### src/rtl/multi_stat_counter.sv
// Multi-channel periodic event counter: per-channel window qualification, counting
// and PPS latching, followed by a registered channel-select readout.

module msc_channel #(
    parameter int COUNTER_WIDTH = 20,
    parameter int VALUE_WIDTH   = 16,
    parameter int SATURATE      = 1
) (
    input  logic                   clk_i,
    input  logic                   rst_n_i,
    input  logic                   count_i,
    input  logic                   count_ce_i,
    input  logic                   ch_en_i,
    input  logic                   pps_i,
    output logic [VALUE_WIDTH-1:0] lat_val,
    output logic                   lat_ovf
);
    logic [COUNTER_WIDTH-1:0] cnt;
    logic                     seen;
    logic                     ovf_run;
    logic                     hit;
    logic                     at_max;

    // An event coincident with the window strobe still belongs to the closing window.
    assign hit    = count_ce_i & (seen | count_i);
    assign at_max = &cnt;

    always_ff @(posedge clk_i or negedge rst_n_i) begin
        if (!rst_n_i) begin
            cnt     <= '0;
            seen    <= 1'b0;
            ovf_run <= 1'b0;
            lat_val <= '0;
            lat_ovf <= 1'b0;
        end else begin
            if (count_ce_i)
                seen <= 1'b0;
            else if (count_i)
                seen <= 1'b1;

            if (pps_i) begin
                lat_val <= cnt[COUNTER_WIDTH-1 -: VALUE_WIDTH];
                lat_ovf <= ovf_run | (hit & ch_en_i & at_max);
                cnt     <= (hit & ch_en_i) ? COUNTER_WIDTH'(1) : '0;
                ovf_run <= 1'b0;
            end else if (ch_en_i && hit) begin
                if (at_max) begin
                    ovf_run <= 1'b1;
                    if (SATURATE == 0)
                        cnt <= '0;
                end else begin
                    cnt <= cnt + COUNTER_WIDTH'(1);
                end
            end
        end
    end
endmodule

module multi_stat_counter #(
    parameter int NUM_CH        = 8,
    parameter int COUNTER_WIDTH = 20,
    parameter int VALUE_WIDTH   = 16,
    parameter int SEL_WIDTH     = 3,
    parameter int SATURATE      = 1
) (
    input  logic                   clk_i,
    input  logic                   rst_n_i,
    input  logic [NUM_CH-1:0]      count_i,
    input  logic                   count_ce_i,
    input  logic [NUM_CH-1:0]      ch_en_i,
    input  logic                   pps_i,
    input  logic [SEL_WIDTH-1:0]   sel_i,
    output logic [VALUE_WIDTH-1:0] value_o,
    output logic                   ovf_o,
    output logic                   latched_o
);
    localparam int NSEL = 2 ** SEL_WIDTH;

    logic [NUM_CH-1:0][VALUE_WIDTH-1:0] lat_val;
    logic [NUM_CH-1:0]                  lat_ovf;
    logic [NSEL-1:0][VALUE_WIDTH-1:0]   val_pad;
    logic [NSEL-1:0]                    ovf_pad;

    for (genvar g = 0; g < NUM_CH; g++) begin : g_ch
        msc_channel #(
            .COUNTER_WIDTH (COUNTER_WIDTH),
            .VALUE_WIDTH   (VALUE_WIDTH),
            .SATURATE      (SATURATE)
        ) u_ch (
            .clk_i      (clk_i),
            .rst_n_i    (rst_n_i),
            .count_i    (count_i[g]),
            .count_ce_i (count_ce_i),
            .ch_en_i    (ch_en_i[g]),
            .pps_i      (pps_i),
            .lat_val    (lat_val[g]),
            .lat_ovf    (lat_ovf[g])
        );
    end

    // Select space beyond NUM_CH is padded with zeros so the mux needs no range compare.
    for (genvar g = 0; g < NSEL; g++) begin : g_pad
        if (g < NUM_CH) begin : g_live
            assign val_pad[g] = lat_val[g];
            assign ovf_pad[g] = lat_ovf[g];
        end else begin : g_zero
            assign val_pad[g] = '0;
            assign ovf_pad[g] = 1'b0;
        end
    end

    always_ff @(posedge clk_i or negedge rst_n_i) begin
        if (!rst_n_i) begin
            value_o   <= '0;
            ovf_o     <= 1'b0;
            latched_o <= 1'b0;
        end else begin
            value_o   <= val_pad[sel_i];
            ovf_o     <= ovf_pad[sel_i];
            latched_o <= pps_i;
        end
    end
endmodule

### config.mk
export PLATFORM = sky130hd
export DESIGN_NAME = multi_stat_counter
export DESIGN_NICKNAME = d
export VERILOG_FILES = /design/src/rtl/multi_stat_counter.sv
export SDC_FILE = /design/constraint.sdc
export NUM_CORES = 1
export LEC_CHECK = 0
export BUFFER_PORTS_ARGS = -buffer_cell sky130_fd_sc_hd__buf_2
export CORE_MARGIN = 1
export CORE_UTILIZATION = 50
export DETAILED_ROUTE_END_ITERATION = 12
export PLACE_DENSITY = 0.66
export SLEW_MARGIN = 5
export SYNTH_ARGS = -nofsm -noshare
export SYNTH_HDL_FRONTEND = slang
export SYNTH_SLANG_ARGS = --single-unit
### constraint.sdc
create_clock -name clk_i -period 4.9 [get_ports clk_i]
set_input_delay 0.98 -clock clk_i [delete_from_list [all_inputs] [get_ports clk_i]]
set_output_delay 0.98 -clock clk_i [all_outputs]
set_load 0.05 [all_outputs]
Yosys cells after proc, flatten, opt, wreduce, memory -nomap -nowiden
Index checks and enable logic that the tools add are counted.
- bits in registers: 330
- bits in latches: 0
- bits in writable memories: 0
- memory bits (read-only): 0
- bits of input ports: 23
- output and inout bits: 18
- word-level logic and storage cells: 232
- memories kept: 0
- $add $sub $neg: 8
- $mul: 0
- div/mod/pow operators: 0
- $lt $le $gt $ge: 1
- equality and inequality tests: 8
- shift operators: 0
- muxes and demuxes: 76
- bitwise logic cells: 40
- reductions and logical operators: 56
- operators by type and width (cell ; number):
    20-bit two-way mux ; 24
    20-bit by 1-bit adder with 20-bit output (second input constant) ; 8
    20-bit AND reduction ; 8
    1-bit two-way mux ; 49
    16-bit binary-select mux with 3-bit select ; 1
    2-bit nonzero test ; 24
    2-bit AND reduction ; 16
    1-bit AND ; 24
    16-bit two-way mux ; 1
    2-bit inequality test (second input constant) ; 8
    1-bit bitwise OR ; 16
    1-bit logical AND ; 8
    3-bit by 4-bit less-than comparator with 1-bit output (second input constant) ; 1
    1-bit binary-select mux with 3-bit select ; 1

Longest topological paths before layout
- word-level depth: 5
- mapped depth: 7

Hierarchy
From an unflattened synthesis, not the netlist that was laid out.
- cells, all modules: 1503
- area total of the unflattened synthesis: 16841.2 um^2
- modules (own cells, without submodules) (module ; instances ; cells an instance ; area an instance (um^2) ; seq. area each (um^2)):
    msc_channel ; 8 ; 178 ; 1909.3 ; 975.9
    multi_stat_counter ; 1 ; 79 ; 1566.5 ; 450.4

Worst setup path before layout
OpenSTA, ideal clock, no wires.
- kind: input -> register
- from: input port sel_i[0]
- to: register ovf_o
- library setup time: 0.125 ns
- arrival time: 2.392 ns
- data required time: 4.775 ns
- path slack: 2.383 ns
- stages on the path: 4
- cells stage by stage: clkbuf_1 > buf_2 > mux4_2 > mux2_2
- cells in the longest elaborated chain, start to end: 2
- ends and longest elaborated chain (what ; RTL line ; source):
    from (decl) ; 72 ; input logic [SEL_WIDTH-1:0] sel_i,
    1-bit binary-select mux with 3-bit select ; 119 ; ovf_o <= ovf_pad[sel_i];
    1-bit two-way mux (implied by the code) ; 119 ;
    to (signal assigned) ; 119 ;
    to (decl) ; 74 ; output logic ovf_o,
Every way passes these cells. The select of a mux whose other input is x is not followed.
A chain may end at the register's enable or synchronous reset.

Final worst setup path
- from: register g_ch[6].u_ch.cnt[0]
- to: register g_ch[6].u_ch.cnt[6]
- cells in the longest elaborated chain, start to end: 4
- elaborated cells between the ends (all ways): 7
- classes of those cells: 1 x add/sub; 1 x eq/ne; 3 x mux; 2 x reduce/logical
- ends and longest elaborated chain (what ; RTL line ; source):
    from (decl) ; 18 ; logic [COUNTER_WIDTH-1:0] cnt;
    from (signal assigned) ; 44 ; cnt <= (hit & ch_en_i) ? COUNTER_WIDTH'(1) : '0;
    from (signal assigned) ; 52 ; cnt <= cnt + COUNTER_WIDTH'(1);
    20-bit by 1-bit adder with 20-bit output ; 52 ;
    20-bit two-way mux ; 47 ; if (at_max) begin
    20-bit two-way mux ; 46 ; end else if (ch_en_i && hit) begin
    20-bit two-way mux ; 41 ; if (pps_i) begin
Several ways; a longest one is shown, not always the timed one. The select of a mux whose other input is x is not followed.

==> reports/qor.yml <==
final_cell_mix: "dfrtp_1 (330), nor2_1 (181), mux2_2 (149), a21oi_1 (66), xnor2_1 (64)"
p_sw_mw: 1.272
start_kind: "register"
pwr-share-clk: 0.483
place_congestion: 0.8165
rsz0062_at_grt: "no"
critPathMaxFanout: 11
nNetsFinal: 1447
die_x_um: 180.3
clk_path_buf_depth: 3
synth_area_um2: 15900
synth.area.top_cells: "dfrtp_1 (52%), mux2_2 (11%), mux4_2 (4.8%)"
startpoint: "g_ch[6].u_ch.cnt[0]"
fin_worst_hold_slack_ns: 0.4805
power_frac_comb: 0.041
fmax_ghz: 0.3675
vias: 10960
synth_cells: 1390
antenna_found_initial: 0
tightestPinTransition_ns: 1.197
worstPathCellList: "ha_1 -> nand4_1 -> nor3_1 -> a21oi_1 -> nand3_1 -> mux2_2"
hold_violations: 0
dpl.hpwl_mm: 24.30
die_h_um: 180.3
r2r_setup_slack_ns: 2.18
finalSetupViolCount: 0
clockRootBuffer: "clkbuf_16"
synth_edf_count: 0
path_class: "reg -> reg"
drive_gt1_frac: 0.2137
async_flop_share: 1.000
slew_headroom: 0.1956
syn-num-nets: 1421
hp-class: "reg -> reg"
num_rows: 64
io_buffers: 40
setup_tns_ns: 0
overflow: 0
drt_wl_total_mm: 36.00
ctsResizeCount: 0
grtUsageTotal: 0.2276
cp.buffers_inverters: 0
synthFlopType: "dfrtp_1"
grt_most_used_layer: "met1"
end_kind: "register"
vias_per_cell: 5.966
mostFrequentLayoutCell: "dfrtp_1"
drt-pass1-iter-count: 5
htree_levels: 2
die-area_um2: 32510
placedCellCount: 1773
grt_max_degree: 132
grt_use_met2: 0.3282
cts.reportedPaths.clkPinSlew_ns: 0.05
vdd_drop_max_mv: 0.2061
drv_cap: 0
post_cts_buffers: 0
p_per_area_nw_per_um2: 328.5
cp_top_family: "simple AND/OR/NAND/NOR gates"
holdBufCountCts: 0
synth_seq_area_share: 0.5194
core-area_um2: 30910
critPathMaxStageDelay_ns: 0.99
fin_crit_sh: 0.5553
outcome: "finished clean"
clock_skew_ns: 0.01206
switching_share: 0.2188
synth_cell_types: 65
internal_power_mw: 4.542
drc: 0
yosys.area.top_type: "dfrtp_1"
setup_slack_ns: 2.179
worstReg2RegStart: "g_ch[6].u_ch.cnt[0]"
yosys_warnings: 0
grt_first_pass_wirelength_mm: 59.46
reg2regPathDepth: 6
arrival_ns: 3.12
ys_ff_latch: 330
p_seq_frac: 0.477
cp_data_required_time_ns: 5.30
setup.worst_path.end: "g_ch[6].u_ch.cnt[6]"
final.min_clock_period_ns: 2.721
grt_use_met1: 0.3535
yosys.area.top_type_share: 0.5194
grt_pass1_vias: 10730
dpl_worst_slack_ns: 1.737
pin_count: 41
num_antenna_cells: 0
cts_tree: "yes"
use_met3: 0.04345
ant_nets: 0
reg2reg_to: "g_ch[6].u_ch.cnt[6]"
final_cells: 1837
clkLatencyLatePin_ns: 0.52
initial_core_util: 0.5143
area_growth_pct: 11.31
cts_buffers: 37
wl_per_cell_um: 19.60
slowest_stage: "nor3_1"
cp.depth: 6
p_leak_nw: 7.779
drt_iter0_drc: 961
slew_viol_final: 0
synth_area_per_cell_um2: 11.44
numClockSinks: 330
state kept, by name, indices dropped and copies added, names as in the netlist:
signal and cells:
g_ch.u_ch.lat_ovf 8, g_ch.u_ch.ovf_run 8, g_ch.u_ch.lat_val 128, g_ch.u_ch.cnt 160, g_ch.u_ch.seen 8, latched_o 1
value_o 16, ovf_o 1
synth_stat cells (all sizes together), types with 10 or more instances:
library cell / number
xor2: 43
nor4: 21
nand4: 63
dfrtp: 330
and3: 17
a211oi: 18
mux2i: 11
o211ai: 13
o21ai: 23
nor3: 27
mux4: 34
nor2: 181
mux2: 150
xnor2: 64
inv: 19
nand2: 50
nand3: 62
buf: 11
clkbuf: 51
or4: 10
and4: 18
or3: 15
a21oi: 66
cells by family (layout without fill, tap and decap cells):
group / Yosys count / after routing / share of synthesized area
flip-flops: 330 / 330 / 0.5194
adder cells (fa/ha/maj): 8 / 8 / 0.006296
buffers and inverters: 81 / 132 / 0.02109
AND/OR/NAND/NOR: 506 / 506 / 0.1667
AO/OA/AOI/OAI: 163 / 163 / 0.06595
XOR/XNOR: 107 / 107 / 0.05895
multiplexers: 195 / 195 / 0.1616
per-stage QoR:
stage | total power, mW | cell area, µm² | util
global route | 6.012 | 17700 | 0.5725
finish | 5.814 | 17700 | 0.5725
floorplan | 2.955 | 15900 | -
global placement | 3.059 | 16470 | 0.5327
detailed placement | 3.061 | 16470 | 0.5327
CTS | 5.877 | 17700 | 0.5725
power groups by stage:
stage | clock (mW) | sequential, mW | combinational [mW]
after detailed placement | 0 | 2.82 | 0.243
after global routing | 2.97 | 2.77 | 0.268
after global placement | 0 | 2.82 | 0.241
after floorplan | 0 | 2.82 | 0.136
final | 2.81 | 2.77 | 0.238
after CTS | 2.86 | 2.77 | 0.244
per-layer routing:
layer / vias to the layer above / part of all wire
met3: 44 / 0.056
met1: 5545 / 0.49
met5: - / 0
met4: 0 / 0.016
met2: 246 / 0.43
li1: 5125 / -
worst min path at each step:
stage,from,end,depth (start not counted)
2_1_floorplan,g_ch[4].u_ch.ovf_run,g_ch[4].u_ch.ovf_run,2
3_3_place_gp,g_ch[6].u_ch.ovf_run,g_ch[6].u_ch.ovf_run,2
3_5_place_dp,g_ch[1].u_ch.ovf_run,g_ch[1].u_ch.ovf_run,2
4_1_cts,g_ch[7].u_ch.ovf_run,g_ch[7].u_ch.ovf_run,2
5_1_grt,g_ch[5].u_ch.ovf_run,g_ch[5].u_ch.ovf_run,2
6_report,g_ch[7].u_ch.ovf_run,g_ch[7].u_ch.ovf_run,2
worst reg2reg max path: stages, from the launching register on:
cell and delay, ns:
dfrtp_1 0.38, ha_1 0.20, nand4_1 0.16, nor3_1 0.99
a21oi_1 0.34, nand3_1 0.19, mux2_2 0.34
area by class of cell:
class | count | area [µm²]
multi-input combinational | 979 | 7305
fill | 2593 | 13210
tap | 396 | 495.5
sequential | 330 | 8258
clock inverter | 6 | 111.4
clock buffer | 58 | 1117
inverter | 19 | 71.32
timing repair buffer | 49 | 337.8
Note: power is estimated with default switching activity, not from simulation.
